`src/rtl/fb_pkg.sv`:
```
// Shared framebuffer constants, fill FSM state type and a constant-multiply helper.
package fb_pkg;

   localparam int unsigned FB_H           = 640;
   localparam int unsigned FB_V           = 480;
   localparam int unsigned FB_PIXEL_COUNT = FB_H * FB_V;
   localparam int unsigned FB_FAIR_LIMIT  = 8;

   typedef enum logic [1:0] {
      FILL_IDLE,
      FILL_SETUP,
      FILL_RUN,
      FILL_DONE
   } fill_state_e;

   // k is an elaboration constant, so this collapses to shifted adds
   function automatic logic [31:0] mul_const(input logic [31:0] a,
                                             input logic [31:0] k);
      logic [31:0] acc;
      acc = '0;
      for (int i = 0; i < 32; i++) begin
         if (k[i]) acc = acc + (a << i);
      end
      return acc;
   endfunction

endpackage

```
`src/rtl/fb_write_arb_if.sv`:
```
// CPU write handshake and framebuffer write port.
interface fb_write_arb_if;
   logic        cpu_req;
   logic [31:0] cpu_addr;
   logic [7:0]  cpu_data;
   logic        cpu_ack;
   logic        vmem_wr;
   logic [31:0] vmem_addr;
   logic [7:0]  vmem_data;

   modport master (
      output cpu_req, cpu_addr, cpu_data,
      input  cpu_ack, vmem_wr, vmem_addr, vmem_data
   );

   modport slave (
      input  cpu_req, cpu_addr, cpu_data,
      output cpu_ack, vmem_wr, vmem_addr, vmem_data
   );
endinterface

```
`src/rtl/fb_fill_gen.sv`:
```
// Rectangle fill engine: clips the rectangle and walks it row-major.
module fb_fill_gen
   import fb_pkg::*;
#(
   parameter int unsigned H = FB_H,
   parameter int unsigned V = FB_V
) (
   input  logic        clk,
   input  logic        rst,
   input  logic        start,
   input  logic        abort,
   input  logic [9:0]  x,
   input  logic [8:0]  y,
   input  logic [9:0]  w,
   input  logic [8:0]  h,
   input  logic [7:0]  color,
   input  logic        gnt,
   output logic        vld,
   output logic [31:0] addr,
   output logic [7:0]  data,
   output logic        busy,
   output logic        done
);

   localparam logic [31:0] HW = 32'(H);
   localparam logic [31:0] VW = 32'(V);

   fill_state_e state_q, state_d;
   logic [31:0] x_q, x_d, y_q, y_d, w_q, w_d, h_q, h_d;
   logic [31:0] ew_q, ew_d, eh_q, eh_d;
   logic [31:0] col_q, col_d, row_q, row_d, base_q, base_d;
   logic [7:0]  color_q, color_d;
   logic        zero;

   assign zero = (x_q >= HW) || (y_q >= VW) ||
                 (w_q == '0) || (h_q == '0);

   always_comb begin
      state_d = state_q;
      x_d     = x_q;
      y_d     = y_q;
      w_d     = w_q;
      h_d     = h_q;
      color_d = color_q;
      ew_d    = ew_q;
      eh_d    = eh_q;
      col_d   = col_q;
      row_d   = row_q;
      base_d  = base_q;
      unique case (state_q)
         FILL_IDLE: begin
            if (start && !abort) begin
               x_d     = 32'(x);
               y_d     = 32'(y);
               w_d     = 32'(w);
               h_d     = 32'(h);
               color_d = color;
               col_d   = '0;
               row_d   = '0;
               state_d = FILL_SETUP;
            end
         end
         FILL_SETUP: begin
            if (abort) begin
               state_d = FILL_IDLE;
            end else begin
               // H-x / V-y only meaningful when not zero-area
               ew_d    = (w_q < HW - x_q) ? w_q : HW - x_q;
               eh_d    = (h_q < VW - y_q) ? h_q : VW - y_q;
               base_d  = mul_const(y_q, HW) + x_q;
               state_d = zero ? FILL_DONE : FILL_RUN;
            end
         end
         FILL_RUN: begin
            if (abort) begin
               state_d = FILL_IDLE;
            end else if (gnt) begin
               if (col_q == ew_q - 32'd1) begin
                  if (row_q == eh_q - 32'd1) begin
                     state_d = FILL_DONE;
                  end else begin
                     col_d  = '0;
                     row_d  = row_q + 32'd1;
                     base_d = base_q + HW;
                  end
               end else begin
                  col_d = col_q + 32'd1;
               end
            end
         end
         FILL_DONE: state_d = FILL_IDLE;
      endcase
   end

   always_ff @(posedge clk) begin
      if (rst) begin
         state_q <= FILL_IDLE;
         x_q     <= '0;
         y_q     <= '0;
         w_q     <= '0;
         h_q     <= '0;
         color_q <= '0;
         ew_q    <= '0;
         eh_q    <= '0;
         col_q   <= '0;
         row_q   <= '0;
         base_q  <= '0;
      end else begin
         state_q <= state_d;
         x_q     <= x_d;
         y_q     <= y_d;
         w_q     <= w_d;
         h_q     <= h_d;
         color_q <= color_d;
         ew_q    <= ew_d;
         eh_q    <= eh_d;
         col_q   <= col_d;
         row_q   <= row_d;
         base_q  <= base_d;
      end
   end

   // base_q already carries the x offset of the rectangle
   assign vld  = (state_q == FILL_RUN) && !abort;
   assign addr = base_q + col_q;
   assign data = color_q;
   assign busy = (state_q != FILL_IDLE);
   assign done = (state_q == FILL_DONE);

endmodule

```
`src/rtl/fb_write_arb.sv`:
```
// Single-port framebuffer write arbiter between CPU byte writes and the fill engine.
module fb_write_arb
   import fb_pkg::*;
#(
   parameter int unsigned H           = FB_H,
   parameter int unsigned V           = FB_V,
   parameter int unsigned PIXEL_COUNT = FB_PIXEL_COUNT,
   parameter int unsigned FAIR_LIMIT  = FB_FAIR_LIMIT
) (
   input  logic         cpu_clk,
   input  logic         reset,
   fb_write_arb_if.slave bus,
   input  logic         fill_start,
   input  logic [9:0]   fill_x,
   input  logic [8:0]   fill_y,
   input  logic [9:0]   fill_w,
   input  logic [8:0]   fill_h,
   input  logic [7:0]   fill_color,
   input  logic         fill_abort,
   output logic         fill_busy,
   output logic         fill_done
);

   localparam int SW = $clog2(FAIR_LIMIT + 1);
   localparam logic [SW-1:0] LIM = SW'(FAIR_LIMIT);

   logic          cpu_ack_q, cpu_ack_d;
   logic          vmem_wr_q, vmem_wr_d;
   logic [31:0]   vmem_addr_q, vmem_addr_d;
   logic [7:0]    vmem_data_q, vmem_data_d;
   logic [SW-1:0] streak_q, streak_d;
   logic          cpu_ok, fill_vld, fill_win, cpu_gnt;
   logic [31:0]   fill_addr;
   logic [7:0]    fill_data;

   fb_fill_gen #(.H(H), .V(V)) u_fill (
      .clk   (cpu_clk),
      .rst   (reset),
      .start (fill_start),
      .abort (fill_abort),
      .x     (fill_x),
      .y     (fill_y),
      .w     (fill_w),
      .h     (fill_h),
      .color (fill_color),
      .gnt   (fill_win),
      .vld   (fill_vld),
      .addr  (fill_addr),
      .data  (fill_data),
      .busy  (fill_busy),
      .done  (fill_done)
   );

   // the CPU still holds its request during the ack cycle
   assign cpu_ok   = bus.cpu_req && !cpu_ack_q;
   assign fill_win = fill_vld && (!cpu_ok || streak_q == LIM);
   assign cpu_gnt  = cpu_ok && !fill_win;

   always_comb begin
      cpu_ack_d   = cpu_gnt;
      vmem_wr_d   = 1'b0;
      vmem_addr_d = vmem_addr_q;
      vmem_data_d = vmem_data_q;
      streak_d    = streak_q;
      if (fill_win) begin
         vmem_wr_d   = 1'b1;
         vmem_addr_d = fill_addr;
         vmem_data_d = fill_data;
         streak_d    = '0;
      end else if (cpu_gnt) begin
         if (bus.cpu_addr < 32'(PIXEL_COUNT)) begin
            vmem_wr_d   = 1'b1;
            vmem_addr_d = bus.cpu_addr;
            vmem_data_d = bus.cpu_data;
         end
         if (streak_q != LIM) streak_d = streak_q + SW'(1);
      end else if (!bus.cpu_req) begin
         streak_d = '0;
      end
   end

   always_ff @(posedge cpu_clk) begin
      if (reset) begin
         cpu_ack_q   <= 1'b0;
         vmem_wr_q   <= 1'b0;
         vmem_addr_q <= '0;
         vmem_data_q <= '0;
         streak_q    <= '0;
      end else begin
         cpu_ack_q   <= cpu_ack_d;
         vmem_wr_q   <= vmem_wr_d;
         vmem_addr_q <= vmem_addr_d;
         vmem_data_q <= vmem_data_d;
         streak_q    <= streak_d;
      end
   end

   assign bus.cpu_ack   = cpu_ack_q;
   assign bus.vmem_wr   = vmem_wr_q;
   assign bus.vmem_addr = vmem_addr_q;
   assign bus.vmem_data = vmem_data_q;

endmodule

```
`src/flat_wrapper.sv`:
```
// flat-port wrapper written by rule: the top's interface ports become plain ports
module fb_write_arb_flat import fb_pkg::*;
#(
   parameter int unsigned H           = FB_H,
   parameter int unsigned V           = FB_V,
   parameter int unsigned PIXEL_COUNT = FB_PIXEL_COUNT,
   parameter int unsigned FAIR_LIMIT  = FB_FAIR_LIMIT
)
  (cpu_clk, reset, fill_start, fill_x, fill_y, fill_w, fill_h, fill_color, fill_abort, fill_busy, fill_done, bus_cpu_req, bus_cpu_addr, bus_cpu_data, bus_cpu_ack, bus_vmem_wr, bus_vmem_addr, bus_vmem_data);
  fb_write_arb_if bus_i ();
  input  logic cpu_clk;
  input  logic reset;
  input  logic fill_start;
  input  logic [9:0] fill_x;
  input  logic [8:0] fill_y;
  input  logic [9:0] fill_w;
  input  logic [8:0] fill_h;
  input  logic [7:0] fill_color;
  input  logic fill_abort;
  output logic fill_busy;
  output logic fill_done;
  input wire logic [$bits(bus_i.cpu_req)-1:0] bus_cpu_req;
  input wire logic [$bits(bus_i.cpu_addr)-1:0] bus_cpu_addr;
  input wire logic [$bits(bus_i.cpu_data)-1:0] bus_cpu_data;
  output wire logic [$bits(bus_i.cpu_ack)-1:0] bus_cpu_ack;
  output wire logic [$bits(bus_i.vmem_wr)-1:0] bus_vmem_wr;
  output wire logic [$bits(bus_i.vmem_addr)-1:0] bus_vmem_addr;
  output wire logic [$bits(bus_i.vmem_data)-1:0] bus_vmem_data;
  assign bus_i.cpu_req = bus_cpu_req;
  assign bus_i.cpu_addr = bus_cpu_addr;
  assign bus_i.cpu_data = bus_cpu_data;
  assign bus_cpu_ack = bus_i.cpu_ack;
  assign bus_vmem_wr = bus_i.vmem_wr;
  assign bus_vmem_addr = bus_i.vmem_addr;
  assign bus_vmem_data = bus_i.vmem_data;
  fb_write_arb #(.H(H), .V(V), .PIXEL_COUNT(PIXEL_COUNT), .FAIR_LIMIT(FAIR_LIMIT)) u_core (.cpu_clk(cpu_clk), .reset(reset), .bus(bus_i), .fill_start(fill_start), .fill_x(fill_x), .fill_y(fill_y), .fill_w(fill_w), .fill_h(fill_h), .fill_color(fill_color), .fill_abort(fill_abort), .fill_busy(fill_busy), .fill_done(fill_done));
endmodule
```
`config.mk`:
```
export PLATFORM = sky130hd
export DESIGN_NAME = fb_write_arb_flat
export DESIGN_NICKNAME = d
export VERILOG_FILES = /design/src/rtl/fb_pkg.sv /design/src/rtl/fb_write_arb_if.sv /design/src/rtl/fb_fill_gen.sv /design/src/rtl/fb_write_arb.sv /design/src/flat_wrapper.sv
export SDC_FILE = /design/constraint.sdc
export NUM_CORES = 1
export LEC_CHECK = 0
export BUFFER_PORTS_ARGS = -buffer_cell sky130_fd_sc_hd__buf_2
export CAP_MARGIN = 15
export CORE_MARGIN = 8
export CORE_UTILIZATION = 30
export DETAILED_ROUTE_END_ITERATION = 8
export PLACE_DENSITY = 0.5
export SYNTH_ARGS = -nofsm -noshare
export SYNTH_HDL_FRONTEND = slang
export SYNTH_SLANG_ARGS = --single-unit
export TNS_END_PERCENT = 5
```
`constraint.sdc`:
```
create_clock -name cpu_clk -period 3.5 [get_ports cpu_clk]
set_input_delay 0.35 -clock cpu_clk [delete_from_list [all_inputs] [get_ports cpu_clk]]
set_output_delay 0.35 -clock cpu_clk [all_outputs]
set_load 0.05 [all_outputs]
```
# Word level (Yosys, flattened, before mapping)

Index checks and enable logic that the tools add are counted.

Reduce and logical (&&, ||, !) cells: 30
Bitwise logic cells: 1
Muxes and demuxes: 43
Add/sub/neg operators: 11
Order comparisons: 5
Equal/unequal tests: 19

Operators by type and width:

| kind                                                      | count |
|---|---|
| 2-to-1 mux 32 bit                                         | 23 |
| one-hot mux 32 bit (2 select lines)                       | 3 |
| adder 32 x 1 -> 32 bit, second input constant             | 2 |
| equality test 32 bit                                      | 2 |
| zero test 32 bit                                          | 2 |
| subtractor 32 x 1 -> 32 bit, second input constant        | 2 |
| adder 32 x 10 -> 32 bit                                   | 1 |
| adder 32 x 10 -> 32 bit, second input constant            | 1 |
| adder 32 x 18 -> 32 bit                                   | 1 |
| adder 32 bit                                              | 1 |
| < comparator 10 x 32 -> 1 bit                             | 1 |
| < comparator 32 x 19 -> 1 bit, second input constant      | 1 |
| < comparator 9 x 32 -> 1 bit                              | 1 |
| 2-to-1 mux 8 bit                                          | 3 |
| 2-to-1 mux 2 bit                                          | 6 |
| 2-to-1 mux 4 bit                                          | 3 |
| != test 2 bit, second input constant                      | 6 |
| AND reduction 6 bit                                       | 2 |
| subtractor 10 x 10 -> 11 bit, first input constant        | 1 |
| greater-or-equal comparator 10 bit, second input constant | 1 |
| nonzero test 2 bit                                        | 5 |
| subtractor 9 x 9 -> 10 bit, first input constant          | 1 |
| greater-or-equal comparator 9 bit, second input constant  | 1 |
| != test 3 bit, second input constant                      | 3 |
| other kinds (18)                                          | 36 |

Output and inout port bits: 44
Logic and storage cells: 125
Bits in registers: 254
Input bits: 91

# Longest topological paths before layout

Word-level depth: 9
Mapped depth: 16

# Hierarchy

Synthesis repeated with hierarchy kept, for this count alone.

Cell total of the unflattened synthesis: 1764
Area, all modules: 13734.4 um2

By module, submodules not included:

| module       | sequential area each (um2) | area an instance (um2) | cells each | times used |
|---|---|---|---|---|
| fb_fill_gen  | 3303.2                     | 11551.1                | 1506       | 1 |
| fb_write_arb | 920.9                      | 2183.3                 | 258        | 1 |

# Worst setup path before layout

OpenSTA, ideal clock, no wires.

Path kind: reg-to-reg
From: register u_core.u_fill.ew_q[2]
To: register u_core.u_fill.base_q[20]
Setup time: 0.131 ns
Cell stages (with the launch flop): 16
Setup slack: -0.240 ns
Required time: 3.369 ns
Path buffers: 2
Arrival: 3.609 ns
Cell sequence: dfxtp_1 or4_4 nor3_4 nand3_1 ha_1 xnor2_1 nand4_1 nor4_1 o2111ai_1 nor4_2 nor4b_4 a21oi_2 buf_2 buf_2 o31ai_1 a21oi_1

Longest elaborated chain between the ends: 4

Ends and longest elaborated chain:

| what                          | line               | source |
|---|---|---|
| from (decl)                   | fb_fill_gen.sv:30  | `logic [31:0] ew_q, ew_d, eh_q, eh_d;` |
| from (signal assigned)        | fb_fill_gen.sv:115 | `ew_q <= ew_d;` |
| subtractor 32 x 1 -> 32 bit   | fb_fill_gen.sv:78  | `if (col_q == ew_q - 32'd1) begin` |
| equality test 32 bit          | fb_fill_gen.sv:78  |  |
| != test 2 bit (no line)       | -                  |  |
| AND reduction 6 bit (no line) | -                  |  |
| to (signal assigned)          | fb_fill_gen.sv:119 | `base_q <= base_d;` |
| to (decl)                     | fb_fill_gen.sv:31  | `logic [31:0] col_q, col_d, row_q, row_d, base_q, base_d;` |

No other way between the ends.
A chain may end at the register's enable or synchronous reset.

# Worst setup path after layout

From: register u_core.u_fill.ew_q[2]
To: register u_core.u_fill.row_q[22]

Longest elaborated chain between the ends: 4

Ends and longest elaborated chain:

| what                          | line               | source |
|---|---|---|
| subtractor 32 x 1 -> 32 bit   | fb_fill_gen.sv:78  |  |
| equality test 32 bit          | fb_fill_gen.sv:78  |  |
| != test 2 bit (no line)       | -                  |  |
| AND reduction 6 bit (no line) | -                  |  |
| to (signal assigned)          | fb_fill_gen.sv:118 | `row_q <= row_d;` |
| to (decl)                     | fb_fill_gen.sv:31  |  |

No other way between the ends.

==> impl_metrics.csv <==
group,metric,value,unit
status,result_of_the_run,"finished, violations left",
status,failed_checks,"negative setup slack",
yosys,post_synth_instance_area,13400,µm²
global_routing,initial_antenna_violation_count,1,
worst_setup_path,critical_path_buf_inv_count,2,
sta,final_min_period_over_clock_period,109,%
placement,preCtsSetupSlack,-477,ps
global_routing,grt-ovfl-total,0,
final_layout,finalNetCount,2049,
sta,max-slew-margin-rel,31.1,%
sta,final-max-slew-violation-count,0,
worst_setup_path,cp_data_arrival_time,4260,ps
drt,route.detailed.vias_per_inst,5.22,
drt,drt-pass1-iter-count,5,
drt,drt_drc_violations_left,0,
global_routing,grtUsageTotal,16.1,%
sta,final.setup_skew,18.5,ps
yosys,synth_edf_count,0,
yosys,postSynth.asyncResetShare,0,%
cts,cts_inserted_buffers,27,
global_routing,grt_start_max_net_pins,71,
die,horizontal_die_dimension,227,µm
die,ios,135,
final_layout,finished_cell_area,16300,µm²
final_layout,fillCellCount,4695,
yosys,synth_sequential_area_ratio,31.5,%
final_layout,ant_cells,0,
yosys,yosysUniqueCellTypes,80,
final_layout,layout-drive-gt1-share,17.3,%
cts,htree_num_levels,1,
drt,first_iter_violations,778,
cts,postCtsHoldBufs,0,
worst_setup_path,critPathMaxStageDelay,550,ps
placement,placed_area,15200,µm²
yosys,postSynthCellCount,1706,
placement,buffer_ports.inserted,134,
global_routing,grt_pass1_wl,67900,µm
sta,timing.final.hold_violations,0,
final_layout,area_delta_synth_final,21.8,%
placement,dpl.hpwl,32000,µm
global_routing,vias_in_the_first_global_route,12400,
yosys,post_synth.cell_area_avg,7.86,µm²
pwr,vdd_drop_max,0.313,mV
yosys,warnings_synthesis,0,
worst_setup_path,cp-end-kind,"flop",
sta,setup_viol,83,
sta,grt_setup_unrepaired,"yes",
sta,achievable-frequency,0.262,GHz
worst_setup_path,cp_max_fo,6,
worst_setup_path,cpMaxStageDelayCell,"sky130_fd_sc_hd__or4_4",
pwr,power.density,379,nW/µm²
sta,setup_ws,-321,ps
flow_run,cap_violations,0,
cts,clock_pin_slew_of_the_registers_on_the_worst_case_setup_and_hold_paths,60,ps
worst_setup_path,critical_path.top_delay_family,"simple AND/OR/NAND/NOR gates",
die,chipHeight,227,µm
pwr,power.static_leakage,0.00659,µW
cts,cts_tree,"yes",
cts,clkSinkCount,211,
worst_setup_path,worst-setup-path-type,"reg -> reg",
drt,antenna_left,0,
drt,drt-wirelength-per-cell,17.1,µm
die,initial_core_util,30.4,%
yosys,synth_nets,1880,
die,core_region_area,44100,µm²
worst_setup_path,timing.critical_path.cells,"or4_4, nor3_4, nand3_1, ha_1, xnor2_1, nand4_1, nor4_2, o2111ai_1, nor4_2, buf_4, or4b_4, buf_4, a211oi_2, xnor2_1, nor2_1",
min_path,hold_path.class,"in -> reg",
sta,max_slew.worst_pin.slew,1030,ps
yosys,yosys_reg_bits,211,
placement,gpl.final_weighted_congestion,0.868,
die,design.die.area,51700,µm²
yosys,postSynth.topFlopCell,"sky130_fd_sc_hd__dfxtp_1",
worst_setup_path,setup.worst_path.start_class,"flop",
die,core.rowCount,77,
drt,wirelength,42600,µm
worst_setup_path,cp_data_required_time,3940,ps
drt,via_count,13000,
cts,ctsLongestPathBuffers,3,
cts,clockRootBuffer,"sky130_fd_sc_hd__clkbuf_16",
sta,period_minus_slack,3820,ps
cts,clkLatencyLatePin,550,ps
==> report_power, final <==
group | switching [µW] | internal (µW) | total [µW]
clock | 1130 | 1650 | 2780
combinational | 529 | 377 | 905
sequential | 56.5 | 2450 | 2510
==> kinds of logic after synthesis <==
logic type	after synthesis	synth area share (%)
simple gates	722	26.7
buf+inv	134	3.89
xor+xnor	129	8.43
compound gates	404	19.8
flops	211	31.5
fa+ha+maj	83	7.91
mux	23	1.78
==> final timing paths <==
kind | slack [ps] | start | depth (start not counted) | endpoint
max reg2reg | -320 | u_core.u_fill.ew_q[2] | 15 | u_core.u_fill.row_q[22]
max | -320 | u_core.u_fill.ew_q[2] | 15 | u_core.u_fill.row_q[22]
min reg2reg | 450 | u_core.u_fill.data[6] | 2 | u_core.u_fill.data[6]
min | 30 | fill_h[3] | 3 | u_core.u_fill.h_q[3]
==> worst min-delay path: stages <==
cell and delay [ps]:
sky130_fd_sc_hd__buf_2 90, sky130_fd_sc_hd__nand2_1 50, sky130_fd_sc_hd__a21oi_1 50
==> placed cells by master (no fill, tap or decap), types with 25 or more instances in the layout <==
cell type | synthesis | routed
sky130_fd_sc_hd__xnor2_1 | 68 | 68
sky130_fd_sc_hd__buf_2 | 11 | 133
sky130_fd_sc_hd__inv_1 | 44 | 44
sky130_fd_sc_hd__nor2_1 | 151 | 149
sky130_fd_sc_hd__ha_1 | 80 | 80
sky130_fd_sc_hd__or3_1 | 26 | 26
sky130_fd_sc_hd__nand3_1 | 73 | 73
sky130_fd_sc_hd__a21oi_1 | 128 | 127
sky130_fd_sc_hd__buf_4 | 1 | 85
sky130_fd_sc_hd__clkbuf_16 | 0 | 27
sky130_fd_sc_hd__a21o_1 | 25 | 25
sky130_fd_sc_hd__dfxtp_1 | 211 | 209
sky130_fd_sc_hd__nor3_1 | 51 | 48
sky130_fd_sc_hd__nand2_1 | 227 | 226
sky130_fd_sc_hd__and3_1 | 34 | 34
sky130_fd_sc_hd__nand4_1 | 49 | 49
sky130_fd_sc_hd__o21ai_0 | 62 | 60
sky130_fd_sc_hd__xor2_1 | 61 | 61
sky130_fd_sc_hd__a211oi_1 | 29 | 26
==> final cells by class <==
class | instances | area (µm²) | area share (%)
clock buffer | 38 | 797 | 4.88
inverter | 46 | 173 | 1.06
tap | 592 | 741 | 4.54
multi-input combinational | 1361 | 8800 | 53.9
clock inverter | 11 | 90.1 | 0.552
timing repair buffer | 228 | 1500 | 9.20
sequential | 211 | 4230 | 25.9
==> cells in the mapped netlist (all sizes together), types with 8 or more instances <==
cell type / count / area share (%)
a211oi: 29 / 1.6
a21o: 25 / 1.4
a21oi: 129 / 4.8
a22oi: 12 / 0.67
a311oi: 15 / 0.98
a31oi: 13 / 0.61
and2: 13 / 0.61
and3: 34 / 1.6
buf: 17 / 0.61
clkbuf: 71 / 2.0
dfxtp: 211 / 32
ha: 80 / 7.5
inv: 44 / 1.2
mux2i: 16 / 1.2
nand2: 227 / 6.4
nand2b: 14 / 0.65
nand3: 73 / 2.7
nand4: 49 / 2.3
nor2: 151 / 4.2
nor2b: 14 / 0.65
nor3: 52 / 2.0
nor4: 19 / 1.3
o211ai: 18 / 1.0
o21a: 15 / 0.84
o21ai: 65 / 2.5
o31ai: 8 / 0.45
or2: 8 / 0.37
or3: 27 / 1.3
or4: 19 / 1.1
xnor2: 68 / 4.4
xor2: 61 / 4.0
==> layer usage <==
metal	vias to the layer above	routed length [µm]	GRT usage [%]
met4	2	1010	4.93
met1	6082	21300	23.4
li1	6531	-	-
met2	316	17700	24.3
met5	-	8	0
met3	60	2600	2.34
==> sequential cells by signal, summed over array words and instances, names as in the netlist <==
signal,cells
u_core.bus.cpu_ack,1
u_core.bus.vmem_addr,32
u_core.bus.vmem_data,8
u_core.bus.vmem_wr,1
u_core.streak_q,4
u_core.u_fill.base_q,32
u_core.u_fill.col_q,32
u_core.u_fill.data,8
u_core.u_fill.eh_q,10
u_core.u_fill.ew_q,11
u_core.u_fill.h_q,9
u_core.u_fill.row_q,32
u_core.u_fill.state_q,2
u_core.u_fill.w_q,10
u_core.u_fill.x_q,10
u_core.u_fill.y_q,9
==> per-stage QoR <==
step | setup TNS (ps) | hold WS [ps] | utilization [%] | std cells | power, µW
6_report | -11260 | 35.0 | 37.0 | 2487 | 6190
5_1_grt | -32420 | 17.0 | 37.0 | 2487 | 6480
4_1_cts | -14670 | 2.31 | 36.9 | 2487 | 6280
3_5_place_dp | -25300 | 448 | 34.5 | 2432 | 3450
3_3_place_gp | -19760 | 444 | 34.5 | 2432 | 3430
2_1_floorplan | -8500 | 437 | - | 1706 | 3140
==> timing repair <==
item,in CTS,in global routing
gates cloned,2,0
pin swaps,41,1
resized for setup,24,6
buffers inserted,4,0
endpoints found under the setup margin,89,90
Note: power is estimated with default switching activity, not from simulation.
